File: src/rtl/ahblite_timer.sv
// ============================================================================
// Module   : ahblite_timer
// Brief    : AHB-Lite zero-wait-state timer with prescaler, reload, one-shot/
//            periodic modes and level IRQ. Define AHBLITE_TIMER_CAPTURE_EN to
//            add the CAPTURE_IN input capture feature.
// Revision : 1.0 - initial release
// ============================================================================
`default_nettype none

module ahblite_timer #(
  parameter int CNT_W = 32,
  parameter int PRE_W = 8
) (
  input  logic        HCLK,
  input  logic        HRESET,
  input  logic        HSEL,
  input  logic [31:0] HADDR,
  input  logic [1:0]  HTRANS,
  input  logic [2:0]  HSIZE,
  input  logic        HWRITE,
  input  logic [31:0] HWDATA,
  input  logic        HREADY,
`ifdef AHBLITE_TIMER_CAPTURE_EN
  input  logic        CAPTURE_IN,
`endif
  output logic        HREADYOUT,
  output logic [31:0] HRDATA,
  output logic        HRESP,
  output logic        TIMER_IRQ
);

  localparam logic [2:0] c_A_LOAD   = 3'd0;
  localparam logic [2:0] c_A_VALUE  = 3'd1;
  localparam logic [2:0] c_A_CTRL   = 3'd2;
  localparam logic [2:0] c_A_STATUS = 3'd3;
  localparam logic [2:0] c_A_PRE    = 3'd4;
  localparam logic [2:0] c_A_CAP    = 3'd5;

  logic             r_dp_valid;
  logic [2:0]       r_dp_addr;
  logic             r_dp_write;
  logic             r_dp_word;
  logic [CNT_W-1:0] r_load;
  logic [CNT_W-1:0] r_value;
  logic [PRE_W-1:0] r_prescale;
  logic [PRE_W-1:0] r_pcnt;
  logic             r_en;
  logic             r_ie;
  logic             r_periodic;
  logic             r_pend;

  logic             w_acc;
  logic             w_wr;
  logic             w_wr_load;
  logic             w_wr_ctrl;
  logic             w_wr_status;
  logic             w_wr_pre;
  logic             w_tick;
  logic             w_tev;
  logic             w_zero;
  logic             w_pend_set;
  logic             w_cpend;
  logic [CNT_W-1:0] w_capture;
  logic [31:0]      w_rdata;
  logic             w_unused;

  assign w_acc       = HSEL & HTRANS[1] & HREADY;
  assign w_wr        = r_dp_valid & r_dp_write & r_dp_word;
  assign w_wr_load   = w_wr & (r_dp_addr == c_A_LOAD);
  assign w_wr_ctrl   = w_wr & (r_dp_addr == c_A_CTRL);
  assign w_wr_status = w_wr & (r_dp_addr == c_A_STATUS);
  assign w_wr_pre    = w_wr & (r_dp_addr == c_A_PRE);

  assign w_tick      = r_en & (r_pcnt == r_prescale);
  // A LOAD write in the same cycle pre-empts every effect of the tick.
  assign w_tev       = w_tick & ~w_wr_load;
  assign w_zero      = (r_value == '0);
  assign w_pend_set  = w_tev & w_zero;

  assign w_unused    = ^{HADDR[31:5], HADDR[1:0], HWDATA};

  always_ff @(posedge HCLK) begin
    if (HRESET) begin
      r_dp_valid <= 1'b0;
      r_dp_addr  <= '0;
      r_dp_write <= 1'b0;
      r_dp_word  <= 1'b0;
    end else begin
      r_dp_valid <= w_acc;
      if (w_acc) begin
        r_dp_addr  <= HADDR[4:2];
        r_dp_write <= HWRITE;
        r_dp_word  <= (HSIZE == 3'b010);
      end
    end
  end

  always_ff @(posedge HCLK) begin
    if (HRESET) begin
      r_load     <= '0;
      r_prescale <= '0;
    end else begin
      if (w_wr_load) r_load <= HWDATA[CNT_W-1:0];
      if (w_wr_pre)  r_prescale <= HWDATA[PRE_W-1:0];
    end
  end

  always_ff @(posedge HCLK) begin
    if (HRESET) begin
      r_pcnt <= '0;
    end else if (w_wr_load || !r_en || w_tick) begin
      r_pcnt <= '0;
    end else begin
      r_pcnt <= r_pcnt + 1'b1;
    end
  end

  always_ff @(posedge HCLK) begin
    if (HRESET) begin
      r_value <= '0;
    end else if (w_wr_load) begin
      r_value <= HWDATA[CNT_W-1:0];
    end else if (w_tev) begin
      if (!w_zero)         r_value <= r_value - 1'b1;
      else if (r_periodic) r_value <= r_load;
    end
  end

  always_ff @(posedge HCLK) begin
    if (HRESET) begin
      r_en       <= 1'b0;
      r_ie       <= 1'b0;
      r_periodic <= 1'b0;
    end else if (w_wr_ctrl) begin
      r_en       <= HWDATA[0];
      r_ie       <= HWDATA[1];
      r_periodic <= HWDATA[2];
    end else if (w_pend_set && !r_periodic) begin
      r_en <= 1'b0;
    end
  end

  always_ff @(posedge HCLK) begin
    if (HRESET)                         r_pend <= 1'b0;
    else if (w_pend_set)                r_pend <= 1'b1;
    else if (w_wr_status && HWDATA[0])  r_pend <= 1'b0;
  end

`ifdef AHBLITE_TIMER_CAPTURE_EN
  logic             r_sync1;
  logic             r_sync2;
  logic             r_sync3;
  logic             r_cpend;
  logic [CNT_W-1:0] r_capture;
  logic             w_cap_rise;

  assign w_cap_rise = r_sync2 & ~r_sync3;

  // Two flops resynchronise CAPTURE_IN; the third is the edge-detect history.
  always_ff @(posedge HCLK) begin
    if (HRESET) begin
      r_sync1   <= 1'b0;
      r_sync2   <= 1'b0;
      r_sync3   <= 1'b0;
      r_cpend   <= 1'b0;
      r_capture <= '0;
    end else begin
      r_sync1 <= CAPTURE_IN;
      r_sync2 <= r_sync1;
      r_sync3 <= r_sync2;
      if (w_cap_rise) r_capture <= r_value;
      if (w_cap_rise)                    r_cpend <= 1'b1;
      else if (w_wr_status && HWDATA[1]) r_cpend <= 1'b0;
    end
  end

  assign w_cpend   = r_cpend;
  assign w_capture = r_capture;
`else
  assign w_cpend   = 1'b0;
  assign w_capture = '0;
`endif

  always_comb begin
    w_rdata = '0;
    if (r_dp_valid && !r_dp_write) begin
      case (r_dp_addr)
        c_A_LOAD:   w_rdata[CNT_W-1:0] = r_load;
        c_A_VALUE:  w_rdata[CNT_W-1:0] = r_value;
        c_A_CTRL:   w_rdata[2:0]       = {r_periodic, r_ie, r_en};
        c_A_STATUS: w_rdata[1:0]       = {w_cpend, r_pend};
        c_A_PRE:    w_rdata[PRE_W-1:0] = r_prescale;
        c_A_CAP:    w_rdata[CNT_W-1:0] = w_capture;
        default:    w_rdata            = '0;
      endcase
    end
  end

  assign HRDATA    = w_rdata;
  assign HREADYOUT = 1'b1;
  assign HRESP     = 1'b0;
  assign TIMER_IRQ = (r_pend | w_cpend) & r_ie;

endmodule

`default_nettype wire

File: config.mk
export PLATFORM = sky130hd
export DESIGN_NAME = ahblite_timer
export DESIGN_NICKNAME = d
export VERILOG_FILES = /design/src/rtl/ahblite_timer.sv
export SDC_FILE = /design/constraint.sdc
export NUM_CORES = 1
export LEC_CHECK = 0
export BUFFER_PORTS_ARGS = -buffer_cell sky130_fd_sc_hd__buf_2
export CAP_MARGIN = 20
export CORE_MARGIN = 8
export CORE_UTILIZATION = 40
export CTS_CLUSTER_SIZE = 40
export DETAILED_ROUTE_END_ITERATION = 10
export GPL_ROUTABILITY_DRIVEN = 0
export MAX_ROUTING_LAYER = met4
export PLACE_DENSITY = 0.68
export SYNTH_ARGS = -nofsm -noshare
export SYNTH_HDL_FRONTEND = slang
export SYNTH_SLANG_ARGS = --single-unit
File: constraint.sdc
create_clock -name HCLK -period 5.25 [get_ports HCLK]
set_clock_uncertainty 0.15 [all_clocks]
set_input_delay 1.05 -clock HCLK [delete_from_list [all_inputs] [get_ports HCLK]]
set_output_delay 1.05 -clock HCLK [all_outputs]
set_load 0.005 [all_outputs]
==> results.cfg <==
[route]
vias = 5398
avgRoutedWirePerCell_um = 17.9
vias_per_cell = 5.91
drt_first_pass_iters = 7
ant_nets = 0
drt-initial-drc-count = 627
post-route-drc-count = 0
routed_wl_um = 16300

[cts]
cts_buffer_depth = 2
root_buffer = clkbuf_16
clkSinkCount = 90
cts_resized = 0
cts_inserted_buffers = 9
cts_tree = done
clkLatencyLatePin_ns = 0.35
holdBufCountCts = 0
postCtsSetupBuffers = 0
clk_pin_slew_ns = 0.07
h-tree-depth = 3

[worst_hold_path]
hold_class = flip-flop to flip-flop
whs_path_depth = 2

[power_and_ir_drop]
power_leakage_nw = 2.24
power_density_nw_per_um2 = 241
peakVddDrop_mv = 0.117
power.total_mw = 1.44

[timing]
hold_violations = 0
whs_ns = 0.320
setup_viol = 0
worstMarginPinSlew_ns = 1.04
setup_tns_ns = 0
timing.fmax_ghz = 0.271
min_period_ns = 3.69
drv_slew = 0
fin_crit_sh = 0.703
rsz0062_at_grt = false
relSlewSlack = 0.304

[final_layout]
n_antenna_cell = 0
finalNonFillerCells = 913
final_nets = 813
n_fill_cell = 1286
drive_gt1_frac = 0.152
multi_input_area_um2 = 3170
areaGrowthSynthToFinish_pct = 15.2
register_area_um2 = 1800

[floorplan]
die_h_um = 130
ioPinCount = 109
dieArea_um2 = 16900
die_w_um = 130
start_util = 0.410
rows = 41
fp.coreArea_um2 = 12700

[global_routing]
grt_antenna_before_repair = 0
grt_pass1_wl_um = 26500
grt_overflow_total = 0
grt_pass1_vias = 5223
grt_max_degree = 46
grt.total_usage = 0.202

[placement]
dp_hpwl_um = 11500
portBuffers = 76
dpl.cell_count = 897

[synthesis]
post_synth.cell_area_avg_um2 = 7.50
yosysWarnings = 0
netlist_instances = 693
synthArstFlopShare = 0
ys_seq_area_frac = 0.347
synth_nets = 770
synth_edf_count = 0
syn_area_um2 = 5200
synth.distinct_cells = 62
ys.flop_type = dfxtp_1
ys_ff_latch = 90

[worst_setup_path]
worstPathRequired_ns = 5.35
critical_path_class = flip-flop to flip-flop
worst_setup_path_start_kind = flip-flop
end_kind = flip-flop
reg2reg_depth = 7
critPathArrivalTime_ns = 3.79
cp_max_fo = 18

[run_status]
status = finished clean

[run]
cap_viol_max_count = 0
==> layout make-up <==
| class | instances | share of cell area |
|---|---|---|
| inverters | 7 | 0.00439 |
| flip-flops and latches | 90 | 0.301 |
| clock inverters | 7 | 0.0157 |
| multi-input cells | 542 | 0.529 |
| clock buffers | 9 | 0.0376 |
| well taps | 172 | 0.0360 |
| repair buffers | 86 | 0.0761 |
==> worst max-delay path, stage by stage (launching register included) <==
cell and delay [ns]:
dfxtp_1 0.40, nor4_1 0.70, and4_1 0.48, nand3_1 0.61, buf_4 0.45, o21ai_0 0.32, a21oi_1 0.20, a32o_1 0.28
==> per-stage QoR <==
step                area [µm²]   util  worst slack [ns]
finish                    5990  0.472              1.56
global route              5990  0.472              1.28
CTS                       5990  0.472              1.57
detailed placement        5670  0.447              1.69
global placement          5670  0.447              1.69
floorplan                 5200      -              2.43
==> placed cells by master (no fill, tap or decap), types with 8 or more instances in the layout <==
| cell type | Yosys | routed |
|---|---|---|
| nand4_1 | 9 | 9 |
| nor2_1 | 93 | 93 |
| clkbuf_16 | 0 | 9 |
| nor4_1 | 14 | 14 |
| o21ai_0 | 22 | 22 |
| o211ai_1 | 10 | 10 |
| nor3_1 | 13 | 12 |
| mux2i_1 | 24 | 24 |
| a21oi_1 | 56 | 56 |
| buf_2 | 4 | 76 |
| buf_4 | 2 | 10 |
| a211oi_1 | 8 | 8 |
| o22ai_1 | 9 | 9 |
| a31oi_1 | 11 | 11 |
| nand3_1 | 23 | 23 |
| a22oi_1 | 24 | 24 |
| or3_1 | 14 | 14 |
| nand2_1 | 97 | 96 |
| dfxtp_1 | 90 | 90 |
| xnor2_1 | 14 | 14 |
==> power by group <==
group | total [mW] | switching, mW | internal (mW)
clock network | 0.701 | 0.285 | 0.416
registers | 0.688 | 0.00476 | 0.684
logic | 0.0541 | 0.0349 | 0.0192
total | 1.44 | 0.325 | 1.12
==> synth_stat cells, types with 8 or more instances <==
master / n / area, µm²
a211oi_1: 8 / 60.1
a21oi_1: 56 / 280
a22oi_1: 24 / 180
a31oi_1: 11 / 68.8
and2_1: 8 / 50.1
clkbuf_1: 46 / 173
dfxtp_1: 90 / 1800
mux2i_1: 24 / 240
nand2_1: 97 / 364
nand3_1: 23 / 115
nand4_1: 9 / 56.3
nor2_1: 93 / 349
nor3_1: 13 / 65.1
nor4_1: 14 / 87.6
o211ai_1: 10 / 75.1
o21ai_0: 22 / 110
o22ai_1: 9 / 56.3
or3_1: 14 / 87.6
xnor2_1: 14 / 123
==> kinds of logic (layout without fill, tap and decap cells) <==
family / Yosys count / in the layout / share of synthesized area
AO/OA/AOI/OAI: 187 / 187 / 0.239
XOR/XNOR: 21 / 21 / 0.0354
adder cells (fa/ha/maj): 3 / 3 / 0.00722
buffers and inverters: 61 / 109 / 0.0465
flip-flops: 90 / 90 / 0.347
multiplexers: 25 / 25 / 0.0506
other: 2 / 2 / 0.00145
AND/OR/NAND/NOR: 304 / 304 / 0.273
==> per-layer routing <==
metal,wire length (µm),global-route usage
met1,7160,0.255
met2,7630,0.316
met3,1220,0.0310
met4,338,0.0813
met5,0,-
==> final timing paths <==
| kind | from | endpoint | slack, ns |
|---|---|---|---|
| max | r_value[24]$_SDFFE_PP0P_ | r_value[2]$_SDFFE_PP0P_ | 1.56 |
| min | r_load[2]$_SDFFE_PP0P_ | r_load[2]$_SDFFE_PP0P_ | 0.32 |
| max reg2reg | r_value[24]$_SDFFE_PP0P_ | r_value[2]$_SDFFE_PP0P_ | 1.56 |
| min reg2reg | r_load[2]$_SDFFE_PP0P_ | r_load[2]$_SDFFE_PP0P_ | 0.32 |
==> registers in the layout, summed over array words and instances, names as in the netlist <==
register and flops:
r_load 32, r_value 32, r_pcnt 8, r_prescale 8, r_dp_addr 3, r_dp_valid 1
r_dp_word 1, r_dp_write 1, r_en 1, r_ie 1, r_pend 1, r_periodic 1
(Power assumes the default switching activity.)
